## src/rtl/load_store_unit.sv

```systemverilog
// Memory-stage load/store unit: one op at a time over a word-wide valid/ready data port,
// with byte-lane steering for stores and alignment/extension for loads.
module load_store_unit #(
   parameter int ADDR_WIDTH = 32,
   parameter int DATA_WIDTH = 32
) (
   input  logic                  clk,
   input  logic                  rst,
   input  logic                  req_valid,
   output logic                  req_ready,
   input  logic                  req_is_store,
   input  logic [2:0]            req_funct3,
   input  logic [ADDR_WIDTH-1:0] req_addr,
   input  logic [DATA_WIDTH-1:0] req_wdata,
   output logic                  dmem_req_valid,
   input  logic                  dmem_req_ready,
   output logic                  dmem_we,
   output logic [3:0]            dmem_be,
   output logic [ADDR_WIDTH-1:0] dmem_addr,
   output logic [DATA_WIDTH-1:0] dmem_wdata,
   input  logic                  dmem_rsp_valid,
   input  logic [DATA_WIDTH-1:0] dmem_rdata,
   output logic                  done_valid,
   output logic [DATA_WIDTH-1:0] load_data,
   output logic                  fault,
   output logic                  stall
);

   typedef enum logic [1:0] {IDLE, REQ, WAIT, DONE} state_t;

   state_t                  state_reg;
   logic                    req_ready_reg;
   logic                    dmem_req_valid_reg;
   logic                    dmem_we_reg;
   logic [3:0]              dmem_be_reg;
   logic [ADDR_WIDTH-1:0]   dmem_addr_reg;
   logic [DATA_WIDTH-1:0]   dmem_wdata_reg;
   logic                    done_valid_reg;
   logic [DATA_WIDTH-1:0]   load_data_reg;
   logic                    fault_reg;
   logic                    stall_reg;
   logic [2:0]              funct3_reg;
   logic [1:0]              off_reg;

   logic                    req_legal;
   logic [3:0]              store_be;
   logic [DATA_WIDTH-1:0]   store_wdata;
   logic [DATA_WIDTH-1:0]   rdata_shifted;
   logic [DATA_WIDTH-1:0]   load_next;

   function automatic logic is_legal(input logic st, input logic [2:0] f3, input logic [1:0] off);
      logic ok;
      case (f3)
         3'd0:    ok = 1'b1;
         3'd1:    ok = ~off[0];
         3'd2:    ok = (off == 2'b00);
         3'd4:    ok = ~st;
         3'd5:    ok = ~st & ~off[0];
         default: ok = 1'b0;
      endcase
      return ok;
   endfunction

   assign req_legal = is_legal(req_is_store, req_funct3, req_addr[1:0]);

   always_comb begin
      case (req_funct3[1:0])
         2'b00:   store_be = 4'b0001 << req_addr[1:0];
         2'b01:   store_be = 4'b0011 << req_addr[1:0];
         default: store_be = 4'b1111;
      endcase
   end

   // Each lane carries the byte of rs2 that lands there: bytes replicate, halves repeat.
   generate
      for (genvar gi = 0; gi < 4; gi++) begin : g_store_lane
         assign store_wdata[8*gi +: 8] =
            (req_funct3[1:0] == 2'b00) ? req_wdata[7:0] :
            (req_funct3[1:0] == 2'b01) ? req_wdata[8*(gi%2) +: 8] :
                                         req_wdata[8*gi +: 8];
      end
   endgenerate

   assign rdata_shifted = dmem_rdata >> {off_reg, 3'b000};

   always_comb begin
      case (funct3_reg)
         3'd0:    load_next = {{24{rdata_shifted[7]}}, rdata_shifted[7:0]};
         3'd4:    load_next = {24'd0, rdata_shifted[7:0]};
         3'd1:    load_next = {{16{rdata_shifted[15]}}, rdata_shifted[15:0]};
         3'd5:    load_next = {16'd0, rdata_shifted[15:0]};
         default: load_next = rdata_shifted;
      endcase
   end

   always_ff @(posedge clk) begin
      if (rst) begin
         state_reg          <= IDLE;
         req_ready_reg      <= 1'b1;
         dmem_req_valid_reg <= 1'b0;
         dmem_we_reg        <= 1'b0;
         dmem_be_reg        <= 4'd0;
         dmem_addr_reg      <= '0;
         dmem_wdata_reg     <= '0;
         done_valid_reg     <= 1'b0;
         load_data_reg      <= '0;
         fault_reg          <= 1'b0;
         stall_reg          <= 1'b0;
         funct3_reg         <= 3'd0;
         off_reg            <= 2'd0;
      end else begin
         done_valid_reg <= 1'b0;
         case (state_reg)
            IDLE: begin
               if (req_valid) begin
                  funct3_reg    <= req_funct3;
                  off_reg       <= req_addr[1:0];
                  req_ready_reg <= 1'b0;
                  stall_reg     <= 1'b1;
                  load_data_reg <= '0;
                  if (req_legal) begin
                     state_reg          <= REQ;
                     fault_reg          <= 1'b0;
                     dmem_req_valid_reg <= 1'b1;
                     dmem_we_reg        <= req_is_store;
                     dmem_be_reg        <= req_is_store ? store_be : 4'b1111;
                     dmem_addr_reg      <= {req_addr[ADDR_WIDTH-1:2], 2'b00};
                     dmem_wdata_reg     <= req_is_store ? store_wdata : '0;
                  end else begin
                     state_reg      <= DONE;
                     fault_reg      <= 1'b1;
                     done_valid_reg <= 1'b1;
                  end
               end
            end
            REQ: begin
               if (dmem_req_ready) begin
                  dmem_req_valid_reg <= 1'b0;
                  if (dmem_we_reg) begin
                     state_reg      <= DONE;
                     done_valid_reg <= 1'b1;
                  end else begin
                     state_reg <= WAIT;
                  end
               end
            end
            WAIT: begin
               if (dmem_rsp_valid) begin
                  load_data_reg  <= load_next;
                  state_reg      <= DONE;
                  done_valid_reg <= 1'b1;
               end
            end
            DONE: begin
               state_reg     <= IDLE;
               req_ready_reg <= 1'b1;
               stall_reg     <= 1'b0;
            end
            default: state_reg <= IDLE;
         endcase
      end
   end

   assign req_ready      = req_ready_reg;
   assign dmem_req_valid = dmem_req_valid_reg;
   assign dmem_we        = dmem_we_reg;
   assign dmem_be        = dmem_be_reg;
   assign dmem_addr      = dmem_addr_reg;
   assign dmem_wdata     = dmem_wdata_reg;
   assign done_valid     = done_valid_reg;
   assign load_data      = load_data_reg;
   assign fault          = fault_reg;
   assign stall          = stall_reg;

endmodule

```

## config.mk

```make
export PLATFORM = sky130hd
export DESIGN_NAME = load_store_unit
export DESIGN_NICKNAME = d
export VERILOG_FILES = /design/src/rtl/load_store_unit.sv
export SDC_FILE = /design/constraint.sdc
export NUM_CORES = 1
export LEC_CHECK = 0
export ABC_AREA = 0
export BUFFER_PORTS_ARGS = -buffer_cell sky130_fd_sc_hd__buf_4
export CAP_MARGIN = 20
export CORE_ASPECT_RATIO = 1.25
export CORE_MARGIN = 1
export CORE_UTILIZATION = 52
export CTS_CLUSTER_DIAMETER = 80
export DETAILED_ROUTE_END_ITERATION = 10
export PLACE_DENSITY = 0.81
export SYNTH_ARGS = -nofsm -noshare
export SYNTH_HDL_FRONTEND = slang
export SYNTH_SLANG_ARGS = --single-unit
```

## constraint.sdc

```tcl
create_clock -name clk -period 6.1 [get_ports clk]
set_input_delay 0.305 -clock clk [delete_from_list [all_inputs] [get_ports clk]]
set_output_delay 0.305 -clock clk [all_outputs]
set_load 0.005 [all_outputs]
```

==> results of run 1 <==
per-layer routing:
metal	vias to the layer above	GRT usage, %	routed length (um)
met1	2312	32.2	5600
li1	2399	-	-
met4	0	12.8	442
met2	218	48.1	7280
met5	-	0	0
met3	27	5.85	1030
power groups by stage:
| stage | combinational [uW] | clock (uW) | sequential (uW) |
|---|---|---|---|
| 2_1_floorplan | 374 | 0 | 853 |
| 3_3_place_gp | 555 | 0 | 858 |
| 3_5_place_dp | 575 | 0 | 862 |
| 4_1_cts | 576 | 552 | 846 |
| 5_1_grt | 631 | 586 | 855 |
| 6_report | 576 | 546 | 846 |
logic make-up (layout without fill, tap and decap cells):
| logic type | after synthesis | after routing | share of synthesized area (%) |
|---|---|---|---|
| AO/OA/AOI/OAI | 167 | 167 | 20.2 |
| adder cells (fa/ha/maj) | 4 | 4 | 0.974 |
| multiplexers | 51 | 51 | 12.7 |
| buffers and inverters | 54 | 230 | 5.23 |
| other | 1 | 2 | 0.0729 |
| XOR/XNOR | 1 | 1 | 0.170 |
| AND/OR/NAND/NOR | 196 | 196 | 17.4 |
| flip-flops | 111 | 111 | 43.2 |
critical path: stages, from the launching register on:
cell and delay (ns):
dfxtp_1 0.33, inv_1 0.12, ha_1 0.34, and2_1 0.34, o21ai_4 0.28, buf_4 0.35, nor3b_1 0.45, a211oi_1 0.15
worst max path at each step:
stage | startpoint | to | slack [ns] | cells after the start
6_report | state_reg[0] | dmem_be[3] | 3.58 | 7
5_1_grt | state_reg[0] | dmem_be[3] | 3.30 | 7
4_1_cts | state_reg[0] | dmem_be[3] | 3.57 | 7
3_5_place_dp | state_reg[0] | dmem_be[3] | 3.59 | 7
3_3_place_gp | state_reg[0] | dmem_wdata[0] | 3.61 | 6
2_1_floorplan | state_reg[0] | load_data[10] | 4.16 | 9
synth_stat cells (2+ instances only):
cell type,count,area (sq um)
a211oi_1,6,45.0
a21oi_1,80,400
a22o_1,8,70.1
a22oi_1,24,180
a311oi_1,2,17.5
and3b_1,8,70.1
buf_2,23,115
buf_4,6,45.0
buf_6,2,22.5
clkbuf_1,19,71.3
dfxtp_1,111,2220
ha_1,4,50.1
inv_1,2,7.51
mux2_2,32,360
mux2i_1,11,110
mux4_2,8,180
nand2_1,117,439
nand2b_1,2,12.5
nand3_1,33,165
nor2_1,21,78.8
nor2b_1,2,12.5
nor2b_4,2,27.5
nor3_1,2,10.0
nor4_2,2,25.0
o21ai_0,21,105
o21bai_1,18,135
or3_1,2,12.5
metrics by stage:
step,total power [uW],hold WS (ns)
2_1_floorplan,1230,0.418
3_3_place_gp,1410,0.439
3_5_place_dp,1440,0.447
4_1_cts,1970,0.174
5_1_grt,2070,0.185
6_report,1970,0.175
cell type report:
cell class | count | area (sq um)
Fill cell | 767 | 2680
Multi-Input combinational cell | 421 | 2670
Sequential cell | 111 | 2220
Timing Repair Buffer | 212 | 1600
Clock buffer | 9 | 225
Tap cell | 126 | 158
Clock inverter | 6 | 46.3
Inverter | 3 | 11.3
==> flow_metrics.py, run 1 <==
metrics = {
    "outcome": {
        "status": "finished clean",
    },
    "worst_setup_path": {
        "crit_arrival_ns": 2.73,
        "reg2reg_slack_ns": 3.58,
        "crit_type": "register to register",
        "regToRegStartpoint": "state_reg[0]",
        "reg2reg_to": "dmem_be[3]",
        "required_ns": 6.30,
        "start_kind": "register",
        "path_max_fanout": 34,
        "r2r_cells": 7,
        "crit_path_end_kind": "register",
    },
    "floorplanning": {
        "io_pins": 211,
        "initial_core_util_pct": 53.5,
        "die_h_um": 113,
        "die_x_um": 90.9,
        "coreArea_sq_um": 9610,
        "dieArea_sq_um": 10300,
        "placementRows": 40,
    },
    "clock_tree": {
        "cts-htree-levels": 3,
        "cts_tree": "yes",
        "cts_root_buf": "clkbuf_16",
        "clk_latency_ns": 0.34,
        "clk_path_buf_depth": 2,
        "cts_resized": 0,
        "ctsHoldBuffers": 0,
        "cts_buffers": 9,
        "cts_sinks": 111,
        "clk_pin_slew_ns": 0.08,
        "post-cts-setup-buffer-count": 0,
    },
    "cells_and_area": {
        "antennaDiodeCount": 0,
        "postLayoutCoreUtil_pct": 72.1,
        "syn_to_final_growth_pct": 34.9,
        "layout.cells.non_filler": 888,
        "layout.nets": 867,
        "final_cell_mix": "211 x buf_4, 117 x nand2_1, 111 x dfxtp_1, 80 x a21oi_1, 33 x nand3_1",
        "layout_commonest_cell": "buf_4",
        "drive_gt1_share_pct": 36.2,
        "fin_area_sq_um": 6930,
    },
    "sta": {
        "period_minus_slack_ns": 2.52,
        "worst_pin_slew_ns": 0.917,
        "rsz0062_at_grt": "no",
        "finalSetupTns_ns": 0,
        "finalWorstSetupSlack_ns": 3.58,
        "period_share_pct": 41.3,
        "fmax_ghz": 0.397,
        "finalSetupViolCount": 0,
        "finalHoldViolations": 0,
        "fin_worst_skew_ns": 0.00680,
        "slew_headroom_pct": 38.9,
        "drv_slew": 0,
    },
    "logic_synthesis": {
        "ys_seq_area_share_pct": 43.2,
        "async_flop_share_pct": 0,
        "synth_edf_count": 0,
        "yosys_warnings": 0,
        "syn_area_per_cell_sq_um": 8.79,
        "netlist_instances": 585,
        "synth_area_sq_um": 5140,
        "ys_ff_latch": 111,
        "ys.flop_type": "dfxtp_1",
        "netlist-cell-type-count": 44,
    },
    "drt": {
        "drt_iter0_drc": 235,
        "ant_nets": 0,
        "drc": 0,
        "firstDrtPassIters": 5,
        "wl_per_cell_um": 16.2,
        "routed-via-count": 4956,
        "routed_wl_mm": 14.4,
        "vias_per_cell": 5.58,
    },
    "global_route": {
        "gr-usage-all-layers_pct": 27.5,
        "grt_max_degree": 68,
        "grt_first_pass_wirelength_mm": 22.6,
        "antenna_found_initial": 0,
        "grt_pass1_vias": 4578,
        "overflow": 0,
    },
    "placed_design": {
        "hpwlAfterDp_mm": 10.4,
        "gp_congestion": 0.865,
        "dp.cells": 873,
        "placed_area_sq_um": 6660,
        "place_ws_ns": 3.59,
        "io_buffers": 208,
    },
    "job": {
        "maxCapViolations": 0,
    },
    "worst_hold_path": {
        "hp-start": "dmem_req_ready",
        "min_to": "dmem_req_valid",
        "hp-class": "input port to register",
        "worstHoldPathCells": 2,
    },
    "power": {
        "ir_drop_mv": 0.138,
        "powerDensity_nw_per_um2": 284,
        "p_clk_share_pct": 27.7,
        "p_comb_share_pct": 29.3,
        "power_frac_seq_pct": 43.0,
        "p_switching_uw": 625,
        "switching_share_pct": 31.8,
        "leakagePower_uw": 0.00287,
        "internal_power_uw": 1340,
    },
}
Power figures use the tool's default switching activity.
==> run 2: changes to the inputs <==
--- a/config.mk
+++ b/config.mk
@@ -10,10 +10,10 @@
 export CAP_MARGIN = 20
 export CORE_ASPECT_RATIO = 1.25
 export CORE_MARGIN = 1
-export CORE_UTILIZATION = 52
+export CORE_UTILIZATION = 48
 export CTS_CLUSTER_DIAMETER = 80
 export DETAILED_ROUTE_END_ITERATION = 10
-export PLACE_DENSITY = 0.81
+export PLACE_DENSITY = 0.76
 export SYNTH_ARGS = -nofsm -noshare
 export SYNTH_HDL_FRONTEND = slang
 export SYNTH_SLANG_ARGS = --single-unit
==> constraint.sdc (replaced) <==
create_clock -name clk -period 2.5 [get_ports clk]
set_input_delay 0.125 -clock clk [delete_from_list [all_inputs] [get_ports clk]]
set_output_delay 0.125 -clock clk [all_outputs]
set_load 0.005 [all_outputs]
==> flow_metrics.py, run 2 (synthesis results as in run 1) <==
metrics = {
    "cells_and_area": {
        "layout.nets": 875,
        "layout.cells.non_filler": 900,
        "postLayoutCoreUtil_pct": 68.6,
        "layout_commonest_cell": "buf_4",
        "fillerInstances": 853,
        "syn_to_final_growth_pct": 36.9,
        "drive_gt1_share_pct": 36.8,
        "final_cell_mix": "217 x buf_4, 117 x nand2_1, 111 x dfxtp_1, 80 x a21oi_1, 33 x nand3_1",
        "antennaDiodeCount": 0,
    },
    "outcome": {
        "status": "finished clean",
    },
    "placed_design": {
        "hpwlAfterDp_mm": 10.9,
        "gp_congestion": 0.822,
        "dp.cells": 883,
        "io_buffers": 208,
        "place_ws_ns": 0.335,
    },
    "global_route": {
        "grt_max_degree": 102,
        "grt_first_pass_wirelength_mm": 23.2,
        "gr-usage-all-layers_pct": 26.6,
        "antenna_found_initial": 0,
        "overflow": 0,
        "grt_pass1_vias": 4736,
    },
    "drt": {
        "firstDrtPassIters": 4,
        "drt_iter0_drc": 226,
        "drc": 0,
        "ant_nets": 0,
        "vias_per_cell": 5.51,
        "wl_per_cell_um": 16.6,
        "routed-via-count": 4955,
        "routed_wl_mm": 14.9,
    },
    "floorplanning": {
        "initial_core_util_pct": 50.1,
        "placementRows": 41,
        "die_h_um": 118,
        "coreArea_sq_um": 10300,
        "dieArea_sq_um": 11100,
        "io_pins": 211,
        "die_x_um": 94.6,
    },
    "worst_setup_path": {
        "cp-startpoint": "state_reg[0]",
        "crit_path_end_kind": "register",
        "reg2reg_to": "dmem_be[1]",
        "required_ns": 2.75,
        "cp_slowest_stage_delay_ns": 0.41,
        "worstPathCellList": "inv_1, ha_1, and2_1, o21a_2, buf_12, nor2_1, a211oi_1",
        "crit_type": "register to register",
        "slowest_stage": "o21a_2",
        "reg2reg_slack_ns": 0.33,
        "r2r_cells": 7,
        "crit_arrival_ns": 2.42,
        "start_kind": "register",
        "path_max_fanout": 23,
        "regToRegStartpoint": "state_reg[0]",
    },
    "power": {
        "ir_drop_mv": 0.350,
        "leakagePower_uw": 0.00293,
        "powerDensity_nw_per_um2": 707,
    },
    "worst_hold_path": {
        "hp-start": "req_addr[6]",
        "worstHoldPathCells": 3,
        "hp-class": "input port to register",
        "min_to": "dmem_addr[6]",
    },
    "clock_tree": {
        "cts_sinks": 111,
        "ctsHoldBuffers": 1,
        "clk_latency_ns": 0.34,
        "cts_root_buf": "clkbuf_16",
        "clk_path_buf_depth": 2,
        "post-cts-setup-buffer-count": 0,
        "clk_pin_slew_ns": 0.07,
        "cts_resized": 0,
        "cts_tree": "yes",
        "cts_buffers": 9,
        "cts-htree-levels": 3,
    },
    "sta": {
        "fin_worst_skew_ns": 0.00548,
        "rsz0062_at_grt": "no",
        "finalWorstSetupSlack_ns": 0.326,
        "finalSetupViolCount": 0,
        "worst_pin_slew_ns": 1.07,
        "finalSetupTns_ns": 0,
        "slew_headroom_pct": 28.9,
        "finalHoldViolations": 0,
        "period_share_pct": 87.0,
        "period_minus_slack_ns": 2.17,
        "fmax_ghz": 0.460,
        "drv_slew": 0,
    },
    "job": {
        "maxCapViolations": 0,
    },
}
==> run 2: per-layer routing <==
metal | track usage, % | part of all wire [%] | vias up
met5 | 0 | 0 | -
met4 | 10.3 | 2.4 | 0
met3 | 5.62 | 7.3 | 23
met2 | 46.5 | 51 | 195
met1 | 31.3 | 40 | 2318
li1 | - | - | 2419
==> run 2: worst max-delay path by stage <==
stage                          to  slack, ns  cells after the start
floorplan           load_data[10]       0.56                      9
global placement       dmem_be[2]       0.45                      6
detailed placement     dmem_be[2]       0.34                      6
CTS                    dmem_be[2]       0.31                      6
global route           dmem_be[1]       0.13                      7
finish                 dmem_be[1]       0.33                      7
==> run 2: cell type report <==
cell class                 instances  area, sq um  area share (%)
sequential                       111         2220            31.6
multi-input combinational        421         2670            37.9
inverter                           3         11.3           0.160
clock inverter                     7         72.6            1.03
clock buffer                       9          225            3.20
timing repair buffer             220         1680            23.9
tap                              129          161            2.29
==> run 2: power breakdown <==
part | internal [uW] | switching [uW] | total [uW]
clock | 780 | 667 | 1450
combinational | 690 | 774 | 1460
sequential | 1940 | 120 | 2060
==> run 2: through the flow <==
stage	instance area, sq um	hold WS, ns	total power, uW
global placement	6730	0.346	3510
detailed placement	6730	0.346	3560
finish	7040	0.0210	4970
global route	7040	0.0113	5230
floorplan	5140	0.238	2990
CTS	7040	0.0147	4990
==> run 2: critical path: cells and delay by family, from the launching register on <==
kind | cells | cell delay (ns)
buffers and inverters | 2 | 0.34
and+or+nand+nor | 2 | 0.41
DFF | 1 | 0.33
adders and majority gates | 1 | 0.35
AOI/OAI and AO/OA | 2 | 0.63
